$ cat config.mk
export PLATFORM = sky130hd
export DESIGN_NAME = keypad_scan_ctrl
export DESIGN_NICKNAME = d
export VERILOG_FILES = /design/src/rtl/keypad_pkg.sv /design/src/rtl/keypad_frame_decode.sv /design/src/rtl/keypad_scan_ctrl.sv
export SDC_FILE = /design/constraint.sdc
export NUM_CORES = 1
export LEC_CHECK = 0
export BUFFER_PORTS_ARGS = -buffer_cell sky130_fd_sc_hd__buf_2
export CORE_MARGIN = 2
export CORE_UTILIZATION = 50
export CTS_CLUSTER_SIZE = 28
export DETAILED_ROUTE_END_ITERATION = 10
export PLACE_DENSITY = 0.69
export SETUP_SLACK_MARGIN = 0.02
export SKIP_LAST_GASP = 1
export SYNTH_ARGS = -nofsm -noshare
export SYNTH_HDL_FRONTEND = slang
export SYNTH_SLANG_ARGS = --single-unit
$ cat constraint.sdc
create_clock -name clk -period 3.75 [get_ports clk]
set_clock_uncertainty 0.15 [all_clocks]
set_input_delay 0.75 -clock clk [delete_from_list [all_inputs] [get_ports clk]]
set_output_delay 0.75 -clock clk [all_outputs]
set_load 0.02 [all_outputs]
$ cat src/rtl/keypad_pkg.sv
// Shared types, row/column constants and the key map for the 4x4 hex keypad scanner.
// The auto-repeat timing constants are used only when KEYPAD_AUTOREPEAT_EN is defined.
package keypad_pkg;

  typedef enum logic [1:0] {
    IDLE,
    PRESS_DB,
    HELD,
    RELEASE_DB
  } kp_state_t;

  typedef enum logic [1:0] {
    FR_NONE,
    FR_SINGLE,
    FR_MULTI
  } frame_kind_t;

  localparam logic [3:0] ROW_0    = 4'b1110;
  localparam logic [3:0] ROW_1    = 4'b1101;
  localparam logic [3:0] ROW_2    = 4'b1011;
  localparam logic [3:0] ROW_3    = 4'b0111;
  localparam logic [3:0] COL_IDLE = 4'b1111;

  localparam int REPEAT_DELAY_FRAMES = 64;
  localparam int REPEAT_RATE_FRAMES  = 16;

  // row_idx 0 is row 1110, col_idx 0 is column bit 0
  function automatic logic [3:0] key_map(input logic [1:0] row_idx, input logic [1:0] col_idx);
    logic [3:0] code;
    case ({row_idx, col_idx})
      4'b00_00: code = 4'h7;
      4'b00_01: code = 4'h4;
      4'b00_10: code = 4'h1;
      4'b00_11: code = 4'h0;
      4'b01_00: code = 4'h8;
      4'b01_01: code = 4'h5;
      4'b01_10: code = 4'h2;
      4'b01_11: code = 4'hA;
      4'b10_00: code = 4'h9;
      4'b10_01: code = 4'h6;
      4'b10_10: code = 4'h3;
      4'b10_11: code = 4'hB;
      4'b11_00: code = 4'hC;
      4'b11_01: code = 4'hD;
      4'b11_10: code = 4'hE;
      default:  code = 4'hF;
    endcase
    return code;
  endfunction

endpackage

$ cat src/rtl/keypad_frame_decode.sv
// Accumulates the four per-row column samples of one scan frame and classifies the
// frame as NONE, SINGLE(code) or MULTI at the closing (row 0111) sample.
module keypad_frame_decode
  import keypad_pkg::*;
(
  input  logic        clk,
  input  logic        reset,
  input  logic        sample_en,
  input  logic [1:0]  row_idx,
  input  logic [3:0]  col,
  output logic        frame_done,
  output frame_kind_t frame_kind,
  output logic [3:0]  code
);

  logic [1:0] acc_zeros;
  logic [3:0] acc_code;
  logic [2:0] cur_zeros;
  logic [1:0] cur_col;
  logic [2:0] tot_zeros;
  logic [1:0] merged_zeros;
  logic [3:0] merged_code;

  // zero count saturates at 2: anything beyond one pressed contact is MULTI
  always_comb begin
    cur_zeros = '0;
    cur_col   = '0;
    for (int c = 0; c < 4; c++) begin
      if (!col[c]) begin
        cur_zeros = cur_zeros + 3'd1;
        cur_col   = 2'(c);
      end
    end
    tot_zeros    = {1'b0, acc_zeros} + cur_zeros;
    merged_zeros = (tot_zeros >= 3'd2) ? 2'd2 : tot_zeros[1:0];
    merged_code  = (cur_zeros == 3'd1) ? key_map(row_idx, cur_col) : acc_code;
    frame_done   = sample_en && (row_idx == 2'd3);
    code         = merged_code;
    case (merged_zeros)
      2'd0:    frame_kind = FR_NONE;
      2'd1:    frame_kind = FR_SINGLE;
      default: frame_kind = FR_MULTI;
    endcase
  end

  always_ff @(posedge clk or negedge reset) begin
    if (!reset) begin
      acc_zeros <= '0;
      acc_code  <= '0;
    end else if (frame_done) begin
      acc_zeros <= '0;
      acc_code  <= '0;
    end else if (sample_en) begin
      acc_zeros <= merged_zeros;
      acc_code  <= merged_code;
    end
  end

endmodule

$ cat src/rtl/keypad_scan_ctrl.sv
// Paced row scanner, per-frame debounce FSM and single-entry valid/ready event register
// for the 4x4 keypad. Define KEYPAD_AUTOREPEAT_EN to re-emit a held key periodically.
module keypad_scan_ctrl
  import keypad_pkg::*;
#(
  parameter int SCAN_DIV       = 1000,
  parameter int DEBOUNCE_SCANS = 4
) (
  input  logic       clk,
  input  logic       reset,
  input  logic [3:0] keypadCol,
  output logic [3:0] keypadRow,
  output logic [3:0] key_code,
  output logic       key_valid,
  input  logic       key_ready,
  output logic       key_held,
  output logic       overrun
);

  localparam int DIV_W = $clog2(SCAN_DIV);
  localparam int CNT_W = $clog2(DEBOUNCE_SCANS + 1);
  localparam logic [DIV_W-1:0] DIV_LAST = DIV_W'(SCAN_DIV - 1);
  localparam logic [CNT_W-1:0] DB_MAX   = CNT_W'(DEBOUNCE_SCANS);

  logic [DIV_W-1:0] divider;
  logic [1:0]       row_idx;
  logic             sample_en;
  logic             frame_done;
  frame_kind_t      frame_kind;
  logic [3:0]       frame_code;

  kp_state_t        state, state_n;
  logic [CNT_W-1:0] cnt, cnt_n;
  logic [3:0]       cand, cand_n;
  logic             single_cand;
  logic             accept;

`ifdef KEYPAD_AUTOREPEAT_EN
  localparam int REP_W = $clog2(REPEAT_DELAY_FRAMES + 1);
  logic [REP_W-1:0] rep_cnt, rep_cnt_n;
`endif

  function automatic logic [CNT_W-1:0] sat_inc(input logic [CNT_W-1:0] c);
    return (c >= DB_MAX) ? DB_MAX : c + CNT_W'(1);
  endfunction

  assign sample_en = (divider == DIV_LAST);

  always_ff @(posedge clk or negedge reset) begin
    if (!reset) begin
      divider <= '0;
      row_idx <= '0;
    end else if (sample_en) begin
      divider <= '0;
      row_idx <= row_idx + 2'd1;
    end else begin
      divider <= divider + DIV_W'(1);
    end
  end

  always_comb begin
    case (row_idx)
      2'd0:    keypadRow = ROW_0;
      2'd1:    keypadRow = ROW_1;
      2'd2:    keypadRow = ROW_2;
      default: keypadRow = ROW_3;
    endcase
  end

  keypad_frame_decode u_decode (
    .clk        (clk),
    .reset      (reset),
    .sample_en  (sample_en),
    .row_idx    (row_idx),
    .col        (keypadCol),
    .frame_done (frame_done),
    .frame_kind (frame_kind),
    .code       (frame_code)
  );

  always_ff @(posedge clk or negedge reset) begin
    if (!reset) begin
      state <= IDLE;
      cnt   <= '0;
      cand  <= '0;
    end else begin
      state <= state_n;
      cnt   <= cnt_n;
      cand  <= cand_n;
    end
  end

  always_comb begin
    state_n     = state;
    cnt_n       = cnt;
    cand_n      = cand;
    accept      = 1'b0;
    single_cand = (frame_kind == FR_SINGLE) && (frame_code == cand);
    key_held    = (state == HELD) || (state == RELEASE_DB);
    if (frame_done) begin
      unique case (state)
        IDLE: begin
          if (frame_kind == FR_SINGLE) begin
            cand_n = frame_code;
            cnt_n  = CNT_W'(1);
            if (DEBOUNCE_SCANS == 1) begin
              accept  = 1'b1;
              state_n = HELD;
            end else begin
              state_n = PRESS_DB;
            end
          end
        end
        PRESS_DB: begin
          if (single_cand) begin
            cnt_n = sat_inc(cnt);
            if (sat_inc(cnt) >= DB_MAX) begin
              accept  = 1'b1;
              state_n = HELD;
            end
          end else begin
            cnt_n   = '0;
            state_n = IDLE;
          end
        end
        HELD: begin
          if (!single_cand) begin
            cnt_n   = CNT_W'(1);
            state_n = (DEBOUNCE_SCANS == 1) ? IDLE : RELEASE_DB;
          end
        end
        RELEASE_DB: begin
          if (single_cand) begin
            state_n = HELD;
          end else begin
            cnt_n = sat_inc(cnt);
            if (sat_inc(cnt) >= DB_MAX) state_n = IDLE;
          end
        end
      endcase
    end
`ifdef KEYPAD_AUTOREPEAT_EN
    // repeat count restarts only on a fresh press; a release bounce leaves it alone
    rep_cnt_n = rep_cnt;
    if (frame_done && (state == IDLE || state == PRESS_DB) && state_n == HELD) begin
      rep_cnt_n = '0;
    end else if (frame_done && state == HELD && single_cand) begin
      if (rep_cnt >= REP_W'(REPEAT_DELAY_FRAMES - 1)) begin
        accept    = 1'b1;
        rep_cnt_n = REP_W'(REPEAT_DELAY_FRAMES - REPEAT_RATE_FRAMES);
      end else begin
        rep_cnt_n = rep_cnt + REP_W'(1);
      end
    end
`endif
  end

`ifdef KEYPAD_AUTOREPEAT_EN
  always_ff @(posedge clk or negedge reset) begin
    if (!reset) rep_cnt <= '0;
    else        rep_cnt <= rep_cnt_n;
  end
`endif

  // a full register drops the new press unless it is being handed off this cycle
  always_ff @(posedge clk or negedge reset) begin
    if (!reset) begin
      key_code  <= '0;
      key_valid <= 1'b0;
      overrun   <= 1'b0;
    end else if (accept) begin
      if (!key_valid || key_ready) begin
        key_code  <= cand_n;
        key_valid <= 1'b1;
      end else begin
        overrun <= 1'b1;
      end
    end else if (key_valid && key_ready) begin
      key_valid <= 1'b0;
    end
  end

endmodule

### After elaboration in Yosys (flattened, before gate mapping)

Memories as Yosys holds them, arrays and structs flattened.
Index checks and enable logic that the tools add are counted.

| cells by class | value |
|---|---|
| add/subtract/negate cells | 7 |
| eq/ne operators | 17 |
| bitwise gates (word level) | 1 |
| muxes and demuxes | 39 |
| order comparisons | 3 |
| reduce and logical (&&, ||, !) cells | 16 |

Operator list:

| operator | number |
|---|---|
| $mux W3 | 8 |
| $mux W4 | 6 |
| $mux W2 | 11 |
| $pmux W3 S4 | 1 |
| $pmux W4 S3 | 1 |
| $add A10 B1 Y10 const B | 1 |
| $eq A10 B10 Y1 const B | 1 |
| $mux W10 | 1 |
| $add A3 B1 Y3 const B | 3 |
| $mux W1 | 9 |
| $eq A2 B1 Y1 const B | 4 |
| $eq A2 B2 Y1 const B | 4 |
| $pmux W2 S4 | 1 |
| $ge A3 B3 Y1 const B | 2 |
| $logic_not A2 Y1 | 3 |
| $ne A2 B2 Y1 const B | 3 |
| $reduce_and A2 Y1 | 3 |
| $reduce_and A5 Y1 | 1 |
| $eq A4 B4 Y1 | 1 |
| $pmux W2 S2 | 1 |
| $reduce_and A4 Y1 | 1 |
| $reduce_bool A2 Y1 | 2 |
| $add A2 B3 Y3 | 1 |
| $eq A3 B1 Y1 const B | 1 |
| 10 further kinds | 13 |

| storage, ports and cells | value |
|---|---|
| bits in registers | 33 |
| ROM bits | 64 |
| memories | 1 |

Memory list:

| name | words | width | read ports | clocked after memory_dff | write ports | RTL line | source |
|---|---|---|---|---|---|---|---|
| (no name shown) | 16 | 4 | 1 | 0 | 0 | keypad_pkg.sv:30 | `case ({row_idx, col_idx})` |

### Depth between registers and ports, before layout

Gate-level depths: netlist of run 1.

| depth | value |
|---|---|
| word-level depth | 19 |
| mapped depth | 17 |
| mapped depth without buffers | 16 |

### Modules after synthesis

A second synthesis of run 1 with hierarchy kept.

| second synthesis, totals | value |
|---|---|
| cell total of the unflattened synthesis | 212 |
| area, all modules | 2098.3 µm² |

By module, submodules not included:

| module | instances | area each (µm²) | cells each |
|---|---|---|---|
| keypad_scan_ctrl | 1 | 1413.9 | 129 |
| keypad_frame_decode | 1 | 684.4 | 83 |

### Worst setup path after synthesis of run 1

OpenSTA, ideal clock, no wires.

| path | value |
|---|---|
| path kind | input to register |
| from | input port keypadCol[0] |
| to | register key_code[0] |
| library setup time | 125 ps |
| data required time | 3475 ps |
| arrival | 3859 ps |
| path slack | -384 ps |
| stages | 16 |
| cells stage by stage | inv_1 > ha_1 > xnor2_1 > ha_1 > nor2_1 > a31o_2 > inv_2 > fa_1 > xnor3_1 > nor2b_1 > nand2_1 > nor3b_1 > and4_4 > buf_8 > nand3_4 > mux2_4 |

| between the ends | value |
|---|---|
| longest elaborated chain between the ends | 18 |

RTL lines:

| element | RTL line | source |
|---|---|---|
| start, declared | keypad_scan_ctrl.sv:11 | `input logic [3:0] keypadCol,` |
| $mux W1 * | keypad_frame_decode.sv:29 | `if (!col[c]) begin` |
| $add A1 B1 Y2 | keypad_frame_decode.sv:30 | `cur_zeros = cur_zeros + 3'd1;` |
| $mux W3 * | keypad_frame_decode.sv:29 |  |
| $add A3 B1 Y3 | keypad_frame_decode.sv:30 |  |
| $mux W3 * | keypad_frame_decode.sv:29 |  |
| $add A3 B1 Y3 | keypad_frame_decode.sv:30 |  |
| $mux W3 * | keypad_frame_decode.sv:29 |  |
| $add A2 B3 Y3 | keypad_frame_decode.sv:34 | `tot_zeros = {1'b0, acc_zeros} + cur_zeros;` |
| (+2 left out) | - |  |
| $eq A2 B1 Y1 / $logic_not A2 Y1 (equally long branches) | keypad_frame_decode.sv:39 | `case (merged_zeros)` |
| $pmux W2 S2 | keypad_frame_decode.sv:39 |  |
| $eq A2 B1 Y1 | keypad_scan_ctrl.sv:98, keypad_scan_ctrl.sv:103 |  |
| $logic_and A1 B1 Y1 | keypad_scan_ctrl.sv:98 | `single_cand = (frame_kind == FR_SINGLE) && (frame_code == cand);` |
| $mux W1 | keypad_scan_ctrl.sv:115 | `if (single_cand) begin` |
| $mux W1 | keypad_scan_ctrl.sv:101 | `unique case (state)` |
| $mux W1 | keypad_scan_ctrl.sv:100 | `if (frame_done) begin` |
| $reduce_and A2 Y1 (no line) | - |  |
| end signal, assigned | keypad_scan_ctrl.sv:173 | `key_code <= cand_n;` |
| end, declared | keypad_scan_ctrl.sv:13 | `output logic [3:0] key_code,` |

Mark *: on every way between the ends. The rest lies on a longest branch, timed or not.
A chain may end at the register's enable or synchronous reset.

### Final worst setup path of run 1

| path | value |
|---|---|
| from | input port keypadCol[1] |
| to | register cnt[2] |

| between the ends | value |
|---|---|
| longest elaborated chain between the ends | 14 |

RTL lines:

| element | RTL line | source |
|---|---|---|
| $mux W3 | keypad_frame_decode.sv:29 |  |
| $add A3 B1 Y3 | keypad_frame_decode.sv:30 |  |
| $mux W3 | keypad_frame_decode.sv:29 |  |
| $add A3 B1 Y3 | keypad_frame_decode.sv:30 |  |
| $mux W3 | keypad_frame_decode.sv:29 |  |
| $add A2 B3 Y3 | keypad_frame_decode.sv:34 |  |
| $ge A3 B2 Y1 | keypad_frame_decode.sv:35 | `merged_zeros = (tot_zeros >= 3'd2) ? 2'd2 : tot_zeros[1:0];` |
| $mux W2 | keypad_frame_decode.sv:35 |  |
| $eq A2 B1 Y1 / $logic_not A2 Y1 (equally long branches) | keypad_frame_decode.sv:39 |  |
| $pmux W2 S2 | keypad_frame_decode.sv:39 |  |
| $eq A2 B1 Y1 | keypad_scan_ctrl.sv:98, keypad_scan_ctrl.sv:103 |  |
| $logic_and A1 B1 Y1 | keypad_scan_ctrl.sv:98 |  |
| $mux W3 / $ne A2 B2 Y1 (equally long branches) | - |  |
| $pmux W3 S4 / $reduce_and A4 Y1 (equally long branches) | - |  |
| end signal, assigned | keypad_scan_ctrl.sv:88 | `cnt <= cnt_n;` |
| end, declared | keypad_scan_ctrl.sv:33 | `logic [CNT_W-1:0] cnt, cnt_n;` |

Parallel ways exist; a longest one is shown, timed or not.

==> results of run 1 <==
layout make-up:
| type | instances | area, sq um |
|---|---|---|
| well taps | 50 | 62.6 |
| flip-flops and latches | 33 | 826 |
| clock inverters | 1 | 7.51 |
| clock buffers | 6 | 82.6 |
| inverters | 16 | 60.1 |
| repair buffers | 33 | 205 |
| fillers | 362 | 1580 |
| multi-input cells | 155 | 1260 |
worst paths after layout:
path                                      start                      end  slack (ns)  depth (start not counted)
max                                keypadCol[1]       cnt[2]$_DFFE_PN0P_        0.19                         14
min                         overrun$_DFFE_PN0P_      overrun$_DFFE_PN0P_        0.32                          1
max reg2reg                divider[0]$_DFF_PN0_  key_code[0]$_DFFE_PN0P_        0.92                          9
min reg2reg                 overrun$_DFFE_PN0P_      overrun$_DFFE_PN0P_        0.32                          1
max in group asynchronous                 reset     divider[0]$_DFF_PN0_        2.62                          1
min in group asynchronous                 reset     divider[4]$_DFF_PN0_        0.36                          1
routing by layer:
layer | GRT usage [%] | vias to the layer above
li1 | - | 805
met1 | 24.5 | 738
met2 | 29.6 | 17
met3 | 3.92 | 7
met4 | 6.41 | 0
met5 | 0 | -
state kept, by name, indices dropped and copies added, names as in the netlist, named ones only:
name                flops
overrun                 1
key_valid               1
row_idx                 2
key_code                4
state                   1
u_decode.acc_code       4
cand                    4
divider                10
cnt                     3
u_decode.acc_zeros      2
worst max-delay path: stages:
cell	delay, ns
buf_2	0.11
inv_1	0.09
ha_4	0.22
xnor2_2	0.13
ha_1	0.24
or3_1	0.39
and3_4	0.19
nor3_4	0.20
mux2i_1	0.30
xnor2_1	0.09
and4_4	0.22
buf_4	0.16
maj3_2	0.30
o22a_1	0.19
metrics by stage:
step / TNS [ns] / power (mW) / instances / area, sq um
after global routing: 0 / 0.800 / 294 / 2510
final: 0 / 0.766 / 294 / 2510
after CTS: 0 / 0.774 / 294 / 2510
after global placement: -0.229 / 0.494 / 287 / 2420
after detailed placement: -0.351 / 0.495 / 287 / 2420
after floorplan: 0 / 0.452 / 213 / 2200
kinds of logic after synthesis:
kind of cell | synth area share [%]
buf+inv | 5.20
fa+ha+maj | 9.99
simple gates | 21.5
xor+xnor | 6.70
flops | 38.1
compound gates | 11.6
mux | 6.87
where the power goes:
group	switching (mW)	internal [mW]
clock network	0.134	0.145
registers	0.00283	0.357
logic	0.0629	0.0648
total	0.199	0.567
layout by cell type, fill, tap and decap left out, types with 6 or more instances in the layout:
master | Yosys | layout
buf_2 | 0 | 17
buf_4 | 2 | 16
clkbuf_8 | 0 | 6
dfrtp_1 | 33 | 33
ha_1 | 14 | 13
inv_1 | 14 | 14
nand2_1 | 21 | 20
nand3_1 | 8 | 8
nor2_1 | 12 | 12
o21ai_0 | 6 | 6
xnor2_1 | 9 | 8
==> flow_metrics.py, run 1 <==
metrics = {
    "timing": {
        "fin_hold_ws_ns": 0.324,
        "setup_viol": 0,
        "min_period_ns": 3.56,
        "max_freq_ghz": 0.281,
        "hold_viol": 0,
        "period_share_pct": 94.8,
        "layout_setup_ws_ns": 0.194,
        "worst_pin_slew_ns": 0.721,
        "slew_headroom_pct": 51.9,
        "slew_viol_final": 0,
        "rsz0062_at_grt": "no",
    },
    "logic_synthesis": {
        "yosysMostFrequentCell": "dfrtp_1",
        "synth_cells": 213,
        "yosysTopAreaCell": "dfrtp_1",
        "synth_common_cells": "dfrtp_1 (33), nand2_1 (21), ha_1 (14), inv_1 (14), nor2_1 (12)",
        "yosysWarnings": 0,
        "syn_nets": 235,
        "postSynthAreaPerCell_sq_um": 10.2,
        "async_reset_ff_share_pct": 100,
        "synth_top_area_share_pct": 38.1,
        "syn_area_sq_um": 2170,
        "synth_area_leaders": "dfrtp_1 (38%), ha_1 (8.1%), nand2_1 (3.6%)",
        "synth-seq-cells": 33,
        "synthFlopType": "dfrtp_1",
        "synth_edf_count": 0,
        "yosysUniqueCellTypes": 61,
        "yosysSeqAreaShare_pct": 38.1,
    },
    "routing": {
        "dr.pass1.iters": 4,
        "wire_per_inst_um": 13.6,
        "met2_length_mm": 1.85,
        "num_vias": 1567,
        "route.met3.wl_um": 114,
        "drc": 0,
        "highest_layer": "met4",
        "drt-total-wl_mm": 4.00,
        "viasPerCell": 5.33,
        "drtIter0Drc": 33,
        "final_antenna_net_count": 0,
        "met1Wirelength_mm": 1.97,
    },
    "worst_setup_path": {
        "arrival_ns": 3.59,
        "cp-end-kind": "flop",
        "worstPathRequired_ns": 3.78,
        "critical_path_class": "in -> reg",
        "path_max_fanout": 5,
        "startpoint_type": "input pin",
    },
    "clock_tree": {
        "cts_num_sinks": 33,
        "htree_levels": 2,
        "path_clk_slew_ns": 0.07,
        "clk_path_buf_depth": 2,
        "cts_tree": "done",
        "worstSkewPairLatency_ns": 0.29,
        "post_cts_buffers": 0,
        "cts_hold_buf": 0,
        "cts_buffers": 5,
        "cts_root_buf": "clkbuf_8",
        "post_cts_resized": 0,
    },
    "floorplanning": {
        "die_area_sq_um": 4870,
        "die_w_um": 69.8,
        "core_sq_um": 4090,
        "row_count": 23,
        "io_pins": 18,
        "die_height_um": 69.8,
        "initial_utilization_pct": 53.0,
    },
    "placement": {
        "gp_congestion": 0.792,
        "hpwl_mm": 2.83,
        "io_buffers": 17,
        "dp_slack_ns": -0.123,
    },
    "global_route": {
        "antenna_found_initial": 0,
        "grt_overflow_total": 0,
        "grt_pass1_vias": 1602,
        "grt_max_degree": 34,
        "grt_pass1_wl_mm": 7.25,
        "grt_usage_pct": 18.4,
    },
    "power_and_ir_drop": {
        "leakagePower_nw": 1.23,
        "ir_drop_v": 0.000257,
        "p_per_area_nw_per_um2": 305,
    },
    "layout": {
        "fin_nets": 266,
        "antenna_cells": 0,
        "finalCoreUtilization_pct": 61.4,
        "area_growth_pct": 15.8,
        "drive_gt1_share_pct": 29.5,
    },
    "status": {
        "status": "completed",
    },
    "min_path": {
        "hp-class": "reg -> reg",
    },
    "flow_run": {
        "max_cap_viol_count": 0,
    },
}
Note: power is estimated with default switching activity, not from simulation.
==> run 2: changes to the inputs <==
- GPL_TIMING_DRIVEN: default -> 0
==> run 2 against run 1 <==
  * Count of clock-buffer cells in the layout unchanged
  * Setup slack got worse by 0.031 ns
  * First-iteration DRC count increased by 55%
  * Global-route usage decreased by 1.3 points
  * Core utilization decreased by 0.18 points
  * Worst hold slack got worse by 0.0021 ns
  * Largest cell class unchanged
  * Largest power group unchanged
  * Highest routed layer unchanged
==> flow_metrics.py, run 2 (synthesized netlist as in run 1, its figures left out) <==
metrics = {
    "status": {
        "status": "completed",
    },
    "timing": {
        "slew_viol_final": 0,
        "worst_pin_slew_ns": 0.730,
        "max_freq_ghz": 0.279,
        "slew_headroom_pct": 51.3,
        "min_period_ns": 3.59,
        "setup_viol": 0,
        "rsz0062_at_grt": "no",
        "period_share_pct": 95.7,
        "hold_viol": 0,
    },
    "worst_setup_path": {
        "critPathLaunch": "keypadCol[1]",
        "ff2ff_path_depth": 8,
        "crit_buf_inv": 4,
        "cp-endpoint": "key_code[2]$_DFFE_PN0P_",
        "cp.depth": 17,
        "path_max_fanout": 6,
        "cp_slowest_stage_delay_ns": 0.34,
        "arrival_ns": 3.60,
        "critical_path_class": "in -> reg",
        "startpoint_type": "input pin",
        "slowest_stage": "fa_2",
        "rrSetupSlack_ns": 0.81,
        "regToRegStartpoint": "divider[0]$_DFF_PN0_",
        "crit_family": "adder cells",
        "worst_r2r_endpoint": "key_code[2]$_DFFE_PN0P_",
        "cp-end-kind": "flop",
        "worstPathCellList": "buf_2, inv_1, ha_4, xnor2_4, ha_1, nor2_1, a31o_2, inv_2, fa_2, xnor3_1, nor2b_4, nand2_2, nor3b_2, and4_4, buf_8, nand3_4, mux2_4",
        "worstPathRequired_ns": 3.76,
    },
    "placement": {
        "place_inst": 280,
        "gp_congestion": 0.773,
        "io_buffers": 17,
        "hpwl_mm": 2.78,
    },
    "clock_tree": {
        "clk_path_buf_depth": 2,
        "cts_tree": "done",
        "path_clk_slew_ns": 0.07,
        "cts_root_buf": "clkbuf_8",
        "cts_buffers": 5,
        "worstSkewPairLatency_ns": 0.29,
        "htree_levels": 2,
        "cts_num_sinks": 33,
        "cts_hold_buf": 0,
    },
    "floorplanning": {
        "row_count": 23,
        "io_pins": 18,
        "core_sq_um": 4090,
        "initial_utilization_pct": 53.0,
        "die_height_um": 69.8,
        "die_area_sq_um": 4870,
        "die_w_um": 69.8,
    },
    "flow_run": {
        "max_cap_viol_count": 0,
    },
    "layout": {
        "largest_reg_flops": 10,
        "fin_nets": 266,
        "final_common_cell": "dfrtp_1",
        "final_cells": 295,
        "most-common-layout-cells": "dfrtp_1 (33), nand2_1 (20), buf_2 (17)",
        "area_growth_pct": 15.5,
        "fillers": 347,
        "seq_area_sq_um": 826,
        "drive_gt1_share_pct": 27.8,
        "top_register": "divider",
        "multi_input_area_sq_um": 1280,
        "finalCoreUtilization_pct": 61.2,
        "antenna_cells": 0,
    },
    "routing": {
        "drtIter0Drc": 51,
        "drt-total-wl_mm": 3.87,
        "viasPerCell": 5.36,
        "drc": 0,
        "num_vias": 1580,
        "dr.pass1.iters": 4,
        "final_antenna_net_count": 0,
        "wire_per_inst_um": 13.1,
    },
    "global_route": {
        "grt_pass1_wl_mm": 6.82,
        "grt_pass1_vias": 1473,
        "grt_max_degree": 34,
        "grt_overflow_total": 0,
        "antenna_found_initial": 0,
        "grt_usage_pct": 17.1,
    },
    "min_path": {
        "holdPathStages": 1,
        "hp-class": "reg -> reg",
    },
    "power_and_ir_drop": {
        "switchingPower_mw": 0.195,
        "p_seq_share_pct": 48.3,
        "combPwrFrac_pct": 16.9,
        "intPower_mw": 0.546,
        "p_per_area_nw_per_um2": 296,
        "switching_share_pct": 26.3,
        "ir_drop_v": 0.000276,
        "clockPowerShare_pct": 34.8,
        "leakagePower_nw": 1.21,
    },
}
run 2: routing by layer:
| layer | track usage [%] | part of all wire (%) | vias to the layer above |
|---|---|---|---|
| met3 | 4.36 | 3.0 | 4 |
| met2 | 26.0 | 45 | 23 |
| li1 | - | - | 800 |
| met4 | 3.85 | 0.93 | 0 |
| met5 | 0 | 0 | - |
| met1 | 24.6 | 51 | 753 |
run 2: per-stage QoR:
stage               cell area, sq um  setup slack, ns  setup TNS (ns)  hold slack [ns]  total power, mW
global route                    2500           0.0193               0            0.361            0.774
detailed placement              2350           -0.298           -1.66            0.306            0.476
finish                          2500            0.163               0            0.322            0.741
CTS                             2450           0.0325               0            0.328            0.737
global placement                2350           -0.277           -1.41            0.303            0.474
floorplan                       2200           0.0291               0            0.298            0.452
run 2: worst register-to-register path, delay by kind of cell, from the launching register on:
kind	cells	cell delay [ns]
and+or+nand+nor	5	1.39
muxes	2	0.66
DFF	1	0.40
adders and majority gates	1	0.23
run 2: how the worst min path moves through the flow:
stage          slack (ns)                 start              endpoint
2_1_floorplan        0.30                 reset             async pin
3_3_place_gp         0.30   overrun$_DFFE_PN0P_   overrun$_DFFE_PN0P_
3_5_place_dp         0.31   overrun$_DFFE_PN0P_   overrun$_DFFE_PN0P_
4_1_cts              0.33   overrun$_DFFE_PN0P_   overrun$_DFFE_PN0P_
5_1_grt              0.36  divider[4]$_DFF_PN0_  divider[4]$_DFF_PN0_
6_report             0.32   overrun$_DFFE_PN0P_   overrun$_DFFE_PN0P_
run 2: layout make-up:
cell class / count / area share (%)
clock buffers: 6 / 2.90
flip-flops and latches: 33 / 33.0
inverters: 16 / 2.40
clock inverters: 2 / 0.400
multi-input cells: 155 / 51.2
well taps: 50 / 2.50
repair buffers: 24 / 5.50
plain buffers: 9 / 2.10
run 2: power groups by stage:
stage / Sequential, mW / Clock [mW] / Combinational (mW)
2_1_floorplan: 0.365 / 0 / 0.0866
3_3_place_gp: 0.365 / 0 / 0.109
3_5_place_dp: 0.365 / 0 / 0.111
4_1_cts: 0.358 / 0.264 / 0.114
5_1_grt: 0.358 / 0.277 / 0.139
6_report: 0.358 / 0.258 / 0.125
run 2: repair_timing:
item	4_1_cts	5_1_grt
buffers inserted	2	5
endpoints found under the setup margin	4	5
resized for setup	0	3
pin swaps	1	8
==> run 3: changes to the inputs <==
- CORE_UTILIZATION: 50 -> 52
- PLACE_DENSITY: 0.69 -> 0.71
==> run 3 against run 2 <==
  * Via count is 0.89% higher
  * Largest cell class unchanged
  * Wire length is 4.1% higher
  * Largest power group unchanged
  * Register-to-register slack hardly changed
  * Sequential cell count stayed put
==> flow_metrics.py, run 3 (synthesized netlist as in run 1, its figures left out) <==
metrics = {
    "status": {
        "status": "completed",
    },
    "routing": {
        "viasPerCell": 5.40,
        "drt-total-wl_mm": 4.02,
        "num_vias": 1594,
        "wire_per_inst_um": 13.6,
        "drtIter0Drc": 31,
        "dr.pass1.iters": 4,
        "final_antenna_net_count": 0,
        "drc": 0,
    },
    "floorplanning": {
        "row_count": 23,
        "io_pins": 18,
        "core_sq_um": 4000,
        "initial_utilization_pct": 54.1,
        "die_area_sq_um": 4700,
        "die_height_um": 68.5,
        "die_w_um": 68.5,
    },
    "layout": {
        "drive_gt1_share_pct": 29.4,
        "most-common-layout-cells": "dfrtp_1 (33), nand2_1 (20), buf_2 (17)",
        "multi_input_area_sq_um": 1300,
        "final_common_cell": "dfrtp_1",
        "antenna_cells": 0,
        "fin_nets": 268,
        "fillers": 334,
        "largest_reg_flops": 10,
        "top_register": "divider",
        "area_growth_pct": 16.5,
        "seq_area_sq_um": 826,
    },
    "timing": {
        "setup_viol": 0,
        "slew_headroom_pct": 52.1,
        "slew_viol_final": 0,
        "layout_setup_ws_ns": 0.122,
        "worst_pin_slew_ns": 0.719,
        "hold_viol": 0,
        "period_share_pct": 96.7,
        "max_freq_ghz": 0.276,
        "min_period_ns": 3.63,
    },
    "global_route": {
        "grt_max_degree": 34,
        "antenna_found_initial": 0,
        "grt_usage_pct": 19.0,
        "grt_pass1_wl_mm": 6.53,
        "grt_pass1_vias": 1475,
        "grt_overflow_total": 0,
    },
    "worst_setup_path": {
        "startpoint_type": "input pin",
        "critical_path_class": "in -> reg",
        "worstPathRequired_ns": 3.77,
        "path_max_fanout": 7,
        "arrival_ns": 3.64,
        "cp-end-kind": "flop",
    },
    "placement": {
        "gp_congestion": 0.744,
        "hpwl_mm": 2.79,
        "dp_slack_ns": -0.285,
        "io_buffers": 17,
    },
    "clock_tree": {
        "worstSkewPairLatency_ns": 0.28,
        "cts_tree": "done",
        "cts_num_sinks": 33,
        "clk_path_buf_depth": 2,
        "cts_buffers": 5,
        "htree_levels": 2,
        "path_clk_slew_ns": 0.06,
        "cts_root_buf": "clkbuf_8",
    },
    "power_and_ir_drop": {
        "ir_drop_v": 0.000278,
        "total_power_mw": 0.729,
        "leakagePower_nw": 1.21,
        "p_per_area_nw_per_um2": 289,
    },
    "min_path": {
        "hp-class": "reg -> reg",
    },
    "flow_run": {
        "max_cap_viol_count": 0,
    },
}
[run 3: per-stage QoR]
stage	instance area [sq um]	TNS, ns	hold WS (ns)	cells	utilization (%)
after floorplan	2200	0	0.298	213	-
after global routing	2520	-0.00325	0.357	295	63.1
after global placement	2350	-1.47	0.310	280	58.8
after CTS	2440	0	0.331	288	61.0
after detailed placement	2350	-1.50	0.310	280	58.8
final	2520	0	0.330	295	63.1
[run 3: path summary, 6_finish.rpt]
check                                      from                 endpoint  slack (ns)  depth (start not counted)
hold / removal              overrun$_DFFE_PN0P_      overrun$_DFFE_PN0P_        0.33                          1
setup reg to reg           divider[0]$_DFF_PN0_  key_code[1]$_DFFE_PN0P_        0.82                          8
setup / recovery                   keypadCol[0]  key_code[1]$_DFFE_PN0P_        0.12                         17
hold reg to reg             overrun$_DFFE_PN0P_      overrun$_DFFE_PN0P_        0.33                          1
min in group asynchronous                 reset     divider[5]$_DFF_PN0_        0.37                          1
max in group asynchronous                 reset       cnt[0]$_DFFE_PN0P_        2.61                          1
[run 3: routing by layer]
metal,global-route usage (%),up-vias,wire [um]
met5,0,-,0
met4,7.00,0,59
met3,4.38,6,110
met2,30.8,20,1880
met1,24.7,758,1980
li1,-,810,-
[run 3: repair_timing]
action	4_1_cts	5_1_grt
pin swaps	1	8
hold buffers	0	0
setup buffers	2	7
setup endpoints to repair	4	6
gates resized for setup	0	7
[run 3: final cells by class]
class	count	area share (%)
multi-input combinational	155	51.4
sequential	33	32.7
timing repair buffer	26	6.05
clock buffer	5	2.73
tap	50	2.48
inverter	16	2.38
buffer	9	2.08
clock inverter	1	0.198
[run 3: worst max-delay path, cell delays in order]
cell and delay (ns):
buf_2 0.11, ha_1 0.18, or2_1 0.24, nand2_1 0.12
ha_4 0.21, nor2_2 0.07, a31o_2 0.12, inv_2 0.07
fa_2 0.36, xnor3_1 0.20, nor2b_4 0.18, nand2_2 0.08
nor3b_2 0.16, and4_4 0.26, buf_8 0.12, nand3_4 0.10
mux2_4 0.31
[run 3: report_power, final]
part | total (mW) | leakage [nW] | internal (mW) | switching [mW]
Combinational | 0.132 | 0.749 | 0.0639 | 0.0678
Clock | 0.239 | 0.0399 | 0.122 | 0.117
Sequential | 0.359 | 0.426 | 0.357 | 0.00143
Total | 0.729 | 1.21 | 0.543 | 0.186
